File: src/rtl/spi_ram_arbiter.sv
// -----------------------------------------------------------------------------
// spi_ram_arbiter
//
// Purpose:
//   Bridges spi_slave command words to a single-port RAM and shares that RAM
//   port round-robin with a local host requester. Read data goes back to the
//   SPI side on dout/tx_valid and to the host on host_rdata/host_rvalid.
//
// Build option:
//   SPI_ADDR_AUTOINC_EN  when defined, every accepted SPI write/read post
//                        advances wr_addr/rd_addr by one (wrapping). When not
//                        defined, the SPI addresses change only on 00/10.
//
// Ports:
//   clk, rst                         clock, synchronous active-high reset
//   din[9:0], rx_valid               SPI command word ([9:8] opcode) + strobe
//   dout, tx_valid                   SPI read data and its fresh flag
//   host_req/we/addr/wdata           host request (level, held until grant)
//   host_gnt, host_rvalid, host_rdata host grant pulse, read data + strobe
//   ram_en/we/addr/wdata, ram_rdata  RAM port (read latency 1)
//   spi_overflow                     sticky: an SPI data post was dropped
// -----------------------------------------------------------------------------
module spi_ram_arbiter #(
    parameter int ADDR_WIDTH = 8,
    parameter int DATA_WIDTH = 8
) (
    input  logic                  clk,
    input  logic                  rst,
    input  logic [9:0]            din,
    input  logic                  rx_valid,
    output logic [DATA_WIDTH-1:0] dout,
    output logic                  tx_valid,
    input  logic                  host_req,
    input  logic                  host_we,
    input  logic [ADDR_WIDTH-1:0] host_addr,
    input  logic [DATA_WIDTH-1:0] host_wdata,
    output logic                  host_gnt,
    output logic                  host_rvalid,
    output logic [DATA_WIDTH-1:0] host_rdata,
    output logic                  ram_en,
    output logic                  ram_we,
    output logic [ADDR_WIDTH-1:0] ram_addr,
    output logic [DATA_WIDTH-1:0] ram_wdata,
    input  logic [DATA_WIDTH-1:0] ram_rdata,
    output logic                  spi_overflow
);

    typedef enum logic [1:0] {
        ST_IDLE  = 2'd0,
        ST_ISSUE = 2'd1,
        ST_WAIT  = 2'd2
    } state_t;

    typedef enum logic {
        OWNER_HOST = 1'b0,
        OWNER_SPI  = 1'b1
    } owner_t;

    localparam logic [1:0] OP_SET_WR = 2'b00;
    localparam logic [1:0] OP_WRITE  = 2'b01;
    localparam logic [1:0] OP_SET_RD = 2'b10;
    localparam logic [1:0] OP_READ   = 2'b11;

    state_t                  state;
    owner_t                  owner;       // who owns the access in flight
    owner_t                  last_grant;  // round-robin pointer

    logic [ADDR_WIDTH-1:0]   wr_addr;
    logic [ADDR_WIDTH-1:0]   rd_addr;

    // Single pending SPI operation, fully captured when posted so later
    // address-set commands cannot disturb it.
    logic                    spi_pend;
    logic                    pend_we;
    logic [ADDR_WIDTH-1:0]   pend_addr;
    logic [DATA_WIDTH-1:0]   pend_wdata;

    logic [1:0]              opcode;
    logic [ADDR_WIDTH-1:0]   din_addr;
    logic                    post_wr;
    logic                    post_rd;
    logic                    post;
    logic                    slot_free;
    logic                    post_ok;
    logic                    grant_spi;

    assign opcode   = din[9:8];
    assign din_addr = din[ADDR_WIDTH-1:0];
    assign post_wr  = rx_valid && (opcode == OP_WRITE);
    assign post_rd  = rx_valid && (opcode == OP_READ);
    assign post     = post_wr || post_rd;

    // The slot empties at the end of an SPI-owned ISSUE cycle; a post landing
    // on that same edge takes the slot instead of overflowing.
    assign slot_free = (state == ST_ISSUE) && (owner == OWNER_SPI);
    assign post_ok   = post && (!spi_pend || slot_free);

    // NOTE: every signal written in always_comb gets a default first, so no
    // path leaves it unassigned and no latch is inferred.
    always_comb begin
        grant_spi = 1'b0;
        if (state == ST_IDLE && spi_pend &&
            (!host_req || last_grant == OWNER_HOST))
            grant_spi = 1'b1;
    end

    // NOTE: all state below uses non-blocking assignments so every register
    // samples pre-edge values, independent of statement order.
    always_ff @(posedge clk) begin
        if (rst) begin
            state        <= ST_IDLE;
            owner        <= OWNER_HOST;
            last_grant   <= OWNER_HOST;
            wr_addr      <= '0;
            rd_addr      <= '0;
            spi_pend     <= 1'b0;
            pend_we      <= 1'b0;
            pend_addr    <= '0;
            pend_wdata   <= '0;
            dout         <= '0;
            tx_valid     <= 1'b0;
            host_gnt     <= 1'b0;
            host_rvalid  <= 1'b0;
            host_rdata   <= '0;
            ram_en       <= 1'b0;
            ram_we       <= 1'b0;
            ram_addr     <= '0;
            ram_wdata    <= '0;
            spi_overflow <= 1'b0;
        end else begin
            host_rvalid <= 1'b0;

            case (state)
                ST_IDLE: begin
                    if (grant_spi) begin
                        ram_en     <= 1'b1;
                        ram_we     <= pend_we;
                        ram_addr   <= pend_addr;
                        ram_wdata  <= pend_wdata;
                        owner      <= OWNER_SPI;
                        last_grant <= OWNER_SPI;
                        state      <= ST_ISSUE;
                    end else if (host_req) begin
                        ram_en     <= 1'b1;
                        ram_we     <= host_we;
                        ram_addr   <= host_addr;
                        ram_wdata  <= host_wdata;
                        host_gnt   <= 1'b1;
                        owner      <= OWNER_HOST;
                        last_grant <= OWNER_HOST;
                        state      <= ST_ISSUE;
                    end
                end
                ST_ISSUE: begin
                    // ram_addr/ram_wdata intentionally hold their values.
                    ram_en   <= 1'b0;
                    ram_we   <= 1'b0;
                    host_gnt <= 1'b0;
                    state    <= ram_we ? ST_IDLE : ST_WAIT;
                end
                ST_WAIT: begin
                    if (owner == OWNER_SPI) begin
                        dout     <= ram_rdata;
                        tx_valid <= 1'b1;
                    end else begin
                        host_rdata  <= ram_rdata;
                        host_rvalid <= 1'b1;
                    end
                    state <= ST_IDLE;
                end
                default: state <= ST_IDLE;
            endcase

            // Address-set opcodes only touch the address registers.
            if (rx_valid && opcode == OP_SET_WR)
                wr_addr <= din_addr;
            if (rx_valid && opcode == OP_SET_RD)
                rd_addr <= din_addr;

            if (post_ok) begin
                spi_pend   <= 1'b1;
                pend_we    <= post_wr;
                pend_addr  <= post_wr ? wr_addr : rd_addr;
                pend_wdata <= din[DATA_WIDTH-1:0];
                // A newly accepted read retires the previous SPI read data,
                // overriding a completion landing on the same edge.
                if (post_rd)
                    tx_valid <= 1'b0;
`ifdef SPI_ADDR_AUTOINC_EN
                if (post_wr)
                    wr_addr <= wr_addr + ADDR_WIDTH'(1);
                else
                    rd_addr <= rd_addr + ADDR_WIDTH'(1);
`else
                // Addresses advance only through explicit 00/10 commands.
`endif
            end else if (slot_free) begin
                spi_pend <= 1'b0;
            end

            if (post && spi_pend && !slot_free)
                spi_overflow <= 1'b1;
        end
    end

endmodule
File: config.mk
export PLATFORM = sky130hd
export DESIGN_NAME = spi_ram_arbiter
export DESIGN_NICKNAME = d
export VERILOG_FILES = /design/src/rtl/spi_ram_arbiter.sv
export SDC_FILE = /design/constraint.sdc
export NUM_CORES = 1
export LEC_CHECK = 0
export ABC_AREA = 1
export BUFFER_PORTS_ARGS = -buffer_cell sky130_fd_sc_hd__buf_2
export CORE_MARGIN = 3
export CORE_UTILIZATION = 45
export DETAILED_ROUTE_END_ITERATION = 7
export MAX_ROUTING_LAYER = met4
export PLACE_DENSITY = 0.7
export SLEW_MARGIN = 20
export SYNTH_ARGS = -nofsm -noshare
export SYNTH_HDL_FRONTEND = slang
export SYNTH_SLANG_ARGS = --single-unit
File: constraint.sdc
create_clock -name clk -period 1.48 [get_ports clk]
set_clock_uncertainty 0.1 [all_clocks]
set_input_delay 0 -clock clk [delete_from_list [all_inputs] [get_ports clk]]
set_output_delay 0 -clock clk [all_outputs]
set_load 0.05 [all_outputs]
==> results of run 1 <==
worst paths after layout:
| kind | from | end | slack (ns) | cells past startpoint |
|---|---|---|---|---|
| setup / recovery | state[1] | host_rdata[7] | 0.1 | 5 |
| hold / removal | rx_valid | rd_addr[6] | 0.17 | 3 |
| setup reg to reg | state[1] | host_rdata[7] | 0.1 | 5 |
| hold reg to reg | wr_addr[4] | wr_addr[4] | 0.35 | 2 |
critical path: cells and delay by family, from the launching register on:
kind	cells	cell delay [ns]
buf+inv	2	0.34
compound gates	1	0.16
simple gates	2	0.37
flops	1	0.35
cell usage after synthesis:
cell / n / area [µm²]
a31oi_1: 1 / 6.26
nor2_2: 2 / 12.5
inv_1: 35 / 131
nand3b_1: 8 / 60.1
dfxtp_1: 75 / 1500
clkbuf_2: 1 / 5.00
a21oi_1: 61 / 305
buf_4: 1 / 7.51
buf_6: 1 / 11.3
nor3_1: 1 / 5.00
nand4_1: 1 / 6.26
inv_2: 3 / 11.3
nand2_1: 63 / 236
or2_2: 7 / 43.8
o21ai_1: 2 / 10.0
nand3_1: 30 / 150
nor2_4: 1 / 11.3
nand2_2: 4 / 25.0
o21ai_2: 2 / 17.5
o21ai_0: 52 / 260
buf_2: 14 / 70.1
nor2_1: 32 / 120
clkbuf_1: 7 / 26.3
placed cells by master, fill, tap and decap left out, drive strengths merged:
cell          n
buf          88
nand3        30
a21oi        61
or2           7
o21ai        56
bufinv        3
nor2         35
nand2        67
clkinvlp      1
dfxtp        75
clkinv        1
nand3b        8
dlygate4sd3  38
a31oi         1
inv          38
nor3          1
clkbuf       10
nand4         1
metrics by stage:
| step | instance area, µm² | std cells | setup slack (ns) | hold WS (ns) |
|---|---|---|---|---|
| floorplan | 3030 | 404 | 0.216 | 0.0644 |
| global placement | 3500 | 544 | 0.151 | 0.177 |
| detailed placement | 3500 | 544 | 0.0701 | 0.189 |
| CTS | 4110 | 597 | 0.0640 | 0.161 |
| global route | 4140 | 598 | -0.0129 | 0.224 |
| finish | 4140 | 598 | 0.0963 | 0.172 |
layer usage:
layer | up-vias | routed length, µm
met2 | 81 | 3460
li1 | 1549 | -
met1 | 1331 | 3720
met5 | - | 0
met4 | 0 | 156
met3 | 15 | 333
final cells by class:
| class | count | area (µm²) | share of cell area [%] |
|---|---|---|---|
| Sequential cell | 75 | 1500 | 36.3 |
| Multi-Input combinational cell | 267 | 1280 | 30.9 |
| Timing Repair Buffer | 126 | 888 | 21.5 |
| Inverter | 38 | 143 | 3.45 |
| Clock buffer | 10 | 128 | 3.08 |
| Clock inverter | 5 | 103 | 2.48 |
| Tap cell | 77 | 96.3 | 2.33 |
flip-flops by register name (all words and copies together), names as in the netlist:
signal and cells:
rd_addr 8, tx_valid 1, pend_wdata 8, ram_en 1, wr_addr 8, ram_wdata 8, state 2, ram_addr 8
host_rvalid 1, ram_we 1, host_gnt 1, spi_pend 1, spi_overflow 1, host_rdata 8, dout 8, pend_we 1
pend_addr 8, last_grant 1
cells by family (layout without fill, tap and decap cells):
group,after synthesis,after routing
AO/OA/AOI/OAI,118,118
buffers and inverters,62,179
flip-flops,75,75
AND/OR/NAND/NOR,149,149
where the power goes:
part           internal [µW]  switching [µW]
clock network           1110             753
logic                    334             614
registers               2150            69.5
repair_timing:
item	CTS	global route
setup buffers	0	1
hold buffers	38	0
endpoints found under the hold margin	64	0
setup endpoints to repair	0	24
resized for setup	0	4
==> flow_summary_export.csv, run 1 <==
group,metric,value,unit
global_route,grt_max_degree,50,
detailed_routing,wl_per_cell,12.8,µm
global_route,met2_usage,30.3,%
power_and_ir_drop,p_leak,0.00183,µW
placed_design,globalplace.congestion,0.826,
clock_network,cts.sinks,75,
timing,fin_crit,1.38,ns
detailed_routing,vias,2976,
setup_path,worst_ep_required_time,1.66,ns
timing,max_clock_freq,723,MHz
clock_network,cts_buffer_depth,2,
clock_network,root_buffer,"clkbuf_8",
detailed_routing,wirelength,7670,µm
logic_synthesis,syn_nets,443,
timing,final-hold-violation-count,0,
clock_network,path_clk_slew,0.08,ns
setup_path,setup.worst_path.end_class,"flip-flop",
logic_synthesis,synth_area,3030,µm²
detailed_routing,drcViolationCount,0,
cells_and_area,nets,556,
logic_synthesis,yosys.area_share.simple,22.1,%
clock_network,cts_tree,"yes",
setup_path,crit_type,"flip-flop to flip-flop",
logic_synthesis,synth_top_family_by_area,"simple AND/OR/NAND/NOR gates",
logic_synthesis,syn_avg_cell_area,7.51,µm²
detailed_routing,drt_iter0_drc,152,
placed_design,port_buffers,76,
logic_synthesis,ys_seq_area_share,49.5,%
floorplanning,dieWidth,88.1,µm
power_and_ir_drop,total_power,5030,µW
cells_and_area,fillers,542,
floorplanning,die_y,88.1,µm
setup_path,crit_slowest_cell,"dfxtp_1",
logic_synthesis,synth-compound-area-share,19.8,%
floorplanning,num_rows,29,
global_route,grt_pass1_vias,2654,
detailed_routing,ant_nets,0,
timing,relSlewSlack,66.0,%
setup_path,critPathLaunchType,"flip-flop",
timing,setup_violations,0,
timing,report.final.slew_viol_count,0,
detailed_routing,vias_per_cell,4.98,
floorplanning,coreArea,6460,µm²
setup_path,worstPathMaxFanout,12,
job,cap_violations,0,
setup_path,cp.arrival,1.56,ns
floorplanning,start_util,47.0,%
cells_and_area,final_layout_size_suffix_gt1_share,23.6,%
detailed_routing,dr.pass1.iters,4,
logic_synthesis,synth.area.mux_share,0,%
floorplanning,design.die.area,7760,µm²
clock_network,clock_latency,0.34,ns
global_route,grt_pass1_wl,12200,µm
logic_synthesis,synthCells,404,
global_route,overflow,0,
global_route,met3_usage,3.29,%
setup_path,cpPeakStageDelay,0.35,ns
logic_synthesis,yosys_register_bits,75,
run_status,status,"completed",
timing,tns,0,ns
clock_network,numCtsBuffers,9,
logic_synthesis,synth_xor_area_share,0,%
global_route,antenna_found_initial,0,
timing,worst_pin_slew,0.508,ns
global_route,grt_use_total,20.7,%
power_and_ir_drop,cellPowerDensity,1220,nW/µm²
global_route,use_met1,28.3,%
logic_synthesis,yosys_warnings,0,
cells_and_area,syn_to_final_growth,36.5,%
logic_synthesis,synth_adder_area_share,0,%
placed_design,dp_hpwl,5010,µm
cells_and_area,diodes,0,
logic_synthesis,synth_cell_types,23,
timing,period_share,93.5,%
hold_path,hp-class,"primary input to flip-flop",
timing,grt_setup_unrepaired,"true",
setup_path,crit_chain,"inv_1 -> nor2_2 -> buf_4 -> nand3_1 -> a21oi_1",
cells_and_area,post-route-util,64.1,%
clock_network,htree_levels,3,
floorplanning,ios,77,
power_and_ir_drop,ir_worst_vdd,0.725,mV
global_route,grt-busiest-layer,"met2",
Note: power is estimated with default switching activity, not from simulation.
==> inputs of run 2 (changes only) <==
--- a/config.mk
+++ b/config.mk
@@ -5,7 +5,6 @@
 export SDC_FILE = /design/constraint.sdc
 export NUM_CORES = 1
 export LEC_CHECK = 0
-export ABC_AREA = 1
 export BUFFER_PORTS_ARGS = -buffer_cell sky130_fd_sc_hd__buf_2
 export CORE_MARGIN = 3
 export CORE_UTILIZATION = 45
@@ -16,3 +15,4 @@
 export SYNTH_ARGS = -nofsm -noshare
 export SYNTH_HDL_FRONTEND = slang
 export SYNTH_SLANG_ARGS = --single-unit
+export TNS_END_PERCENT = 30
==> run 2 against run 1 <==
Flip-flop and latch count is the same. Non-clock buffer count is 5 higher. Cell count shrank 8.4%. Clock power is 18% lower. Critical path depth decreased by 2. Die area increased by 7.2%. Cell area is 6.7% higher. Global-route usage down 0.31 points. Combinational power rose by 3.6%. Register-to-register slack worse by 0.08 ns. Largest power group unchanged.
==> flow_summary_export.csv, run 2 <==
group,metric,value,unit
run_status,status,"completed",
timing,tns,0,ns
logic_synthesis,syn_avg_cell_area,9.73,µm²
floorplanning,design.die.area,8320,µm²
timing,report.final.slew_viol_count,0,
placed_design,dpl.cell_count,498,
floorplanning,ios,77,
floorplanning,die_y,91.2,µm
cells_and_area,final_common_cell,"buf_2",
clock_network,cts.sinks,75,
cells_and_area,final_cell_mix,"76 x buf_2, 71 x dfxtp_1, 48 x mux2i_1",
logic_synthesis,yosys_warnings,0,
placed_design,port_buffers,76,
cells_and_area,syn_to_final_growth,35.2,%
clock_network,clock_latency,0.33,ns
cells_and_area,diodes,0,
cells_and_area,final_layout_size_suffix_gt1_share,29.9,%
timing,relSlewSlack,76.4,%
timing,setup_violations,0,
timing,period_share,98.7,%
logic_synthesis,yosysMostFrequentCell,"dfxtp_1",
logic_synthesis,synth_cell_types,38,
setup_path,crit_start,"state[0]",
global_route,grt_pass1_wl,13600,µm
clock_network,root_buffer,"clkbuf_8",
placed_design,dp_hpwl,5350,µm
setup_path,setup.worst_path.end_class,"flip-flop",
timing,setup_ws,0.0193,ns
power_and_ir_drop,p_leak,0.00198,µW
placed_design,pre_cts_slack,0.00591,ns
setup_path,cp.arrival,1.58,ns
logic_synthesis,synth_edf_count,0,
detailed_routing,dr_wl_met3,302,µm
logic_synthesis,synth_commonest_cells,"75 x dfxtp_1, 48 x mux2i_1, 35 x a21oi_1",
hold_path,hp-class,"primary input to flip-flop",
global_route,grt_use_total,20.4,%
clock_network,path_clk_slew,0.08,ns
global_route,antenna_found_initial,0,
power_and_ir_drop,ir_worst_vdd,0.576,mV
setup_path,ff2ff_path_depth,3,
hold_path,whs_path_depth,3,
setup_path,r2r_end,"ram_we",
timing,max_clock_freq,685,MHz
detailed_routing,ant_nets,0,
detailed_routing,drt_iter0_drc,171,
logic_synthesis,syn_nets,375,
setup_path,rr_startpoint,"state[0]",
logic_synthesis,yosys_register_bits,75,
cells_and_area,nets,487,
global_route,grt_pass1_vias,2816,
cells_and_area,fin_cells,548,
setup_path,worstPathMaxFanout,7,
detailed_routing,wl_met1,3700,µm
logic_synthesis,yosysTopAreaCell,"dfxtp_1",
floorplanning,num_rows,30,
hold_path,hold_start,"rst",
detailed_routing,wl_per_cell,14.7,µm
detailed_routing,vias,2855,
clock_network,htree_levels,3,
logic_synthesis,synth_area,3270,µm²
detailed_routing,vias_per_cell,5.21,
floorplanning,dieWidth,91.2,µm
detailed_routing,dr_wl_met2,3980,µm
logic_synthesis,synth_top_flop_cell,"dfxtp_1",
detailed_routing,wirelength,8070,µm
clock_network,numCtsBuffers,9,
timing,holdWs,0.0170,ns
setup_path,worst_ep_required_time,1.60,ns
timing,worst_pin_slew,0.353,ns
logic_synthesis,ys_seq_area_share,45.9,%
clock_network,cts_setup_buffers,0,
global_route,grt_max_degree,49,
global_route,overflow,0,
logic_synthesis,synthTopCellsByArea,"dfxtp_1 46%, mux2i_1 15%, a21oi_1 5.4%",
setup_path,endpoint,"ram_we",
job,cap_violations,0,
timing,fin_crit,1.46,ns
power_and_ir_drop,cellPowerDensity,1070,nW/µm²
floorplanning,start_util,47.3,%
detailed_routing,dr.pass1.iters,4,
logic_synthesis,synth_top_area_share,45.9,%
timing,final-hold-violation-count,0,
clock_network,cts_tree,"yes",
setup_path,crit_type,"flip-flop to flip-flop",
setup_path,critPathLaunchType,"flip-flop",
floorplanning,coreArea,6910,µm²
logic_synthesis,synthCells,336,
detailed_routing,drcViolationCount,0,
setup_path,reg2reg_setup_slack,0.02,ns
placed_design,globalplace.congestion,0.837,
detailed_routing,highest_layer,"met4",
logic_synthesis,async_flop_share,0,%
timing,grt_setup_unrepaired,"true",
cells_and_area,post-route-util,64.0,%
clock_network,cts_buffer_depth,2,
-- run 2: routing by layer --
metal / vias up / GRT usage [%]
met4: 0 / 6.78
li1: 1414 / -
met5: - / -
met3: 9 / 3.56
met2: 67 / 33.0
met1: 1365 / 25.8
-- run 2: cell type report --
class                   instances  area, µm²
fillers                       585       2490
multi-input cells             205       1550
flip-flops and latches         75       1510
repair buffers                131        956
clock buffers                  11        141
well taps                      96        120
inverters                      26       97.6
clock inverters                 4       51.3
-- run 2: cell families (layout without fill, tap and decap cells) --
group | count (synthesis) | count (layout) | share of synthesized area [%]
simple gates | 70 | 70 | 9.72
buf+inv | 56 | 172 | 8.04
mux | 48 | 48 | 14.7
flops | 75 | 75 | 45.9
compound gates | 87 | 87 | 21.6
-- run 2: how the worst min path moves through the flow --
stage                 end  slack (ns)
5_1_grt          spi_pend        0.03
2_1_floorplan    tx_valid        0.01
6_report       last_grant        0.02
3_3_place_gp      dout[7]        0.15
3_5_place_dp      dout[0]        0.16
4_1_cts          spi_pend       0.008
-- run 2: repair_timing --
item	4_1_cts	5_1_grt
pin swaps	0	2
cloned	0	1
hold buffers	34	0
resized for setup	1	16
hold endpoints to repair	59	0
endpoints found under the setup margin	1	40
-- run 2: critical path, stage by stage (launching register included) --
cell and delay [ns]:
dfxtp_2 0.35, or2_1 0.33, a2111oi_1 0.32, and4b_1 0.25
-- run 2: stage by stage --
stage	instance area [µm²]	power [µW]
6_report	4420	4710
4_1_cts	4360	4710
2_1_floorplan	3270	2860
5_1_grt	4420	4920
3_5_place_dp	3820	3110
3_3_place_gp	3820	3090
-- run 2: report_power, final --
group	internal [µW]	switching, µW	total (µW)
Clock	817	713	1530
Sequential	2130	70.5	2200
Combinational	396	586	982
Total	3340	1370	4710
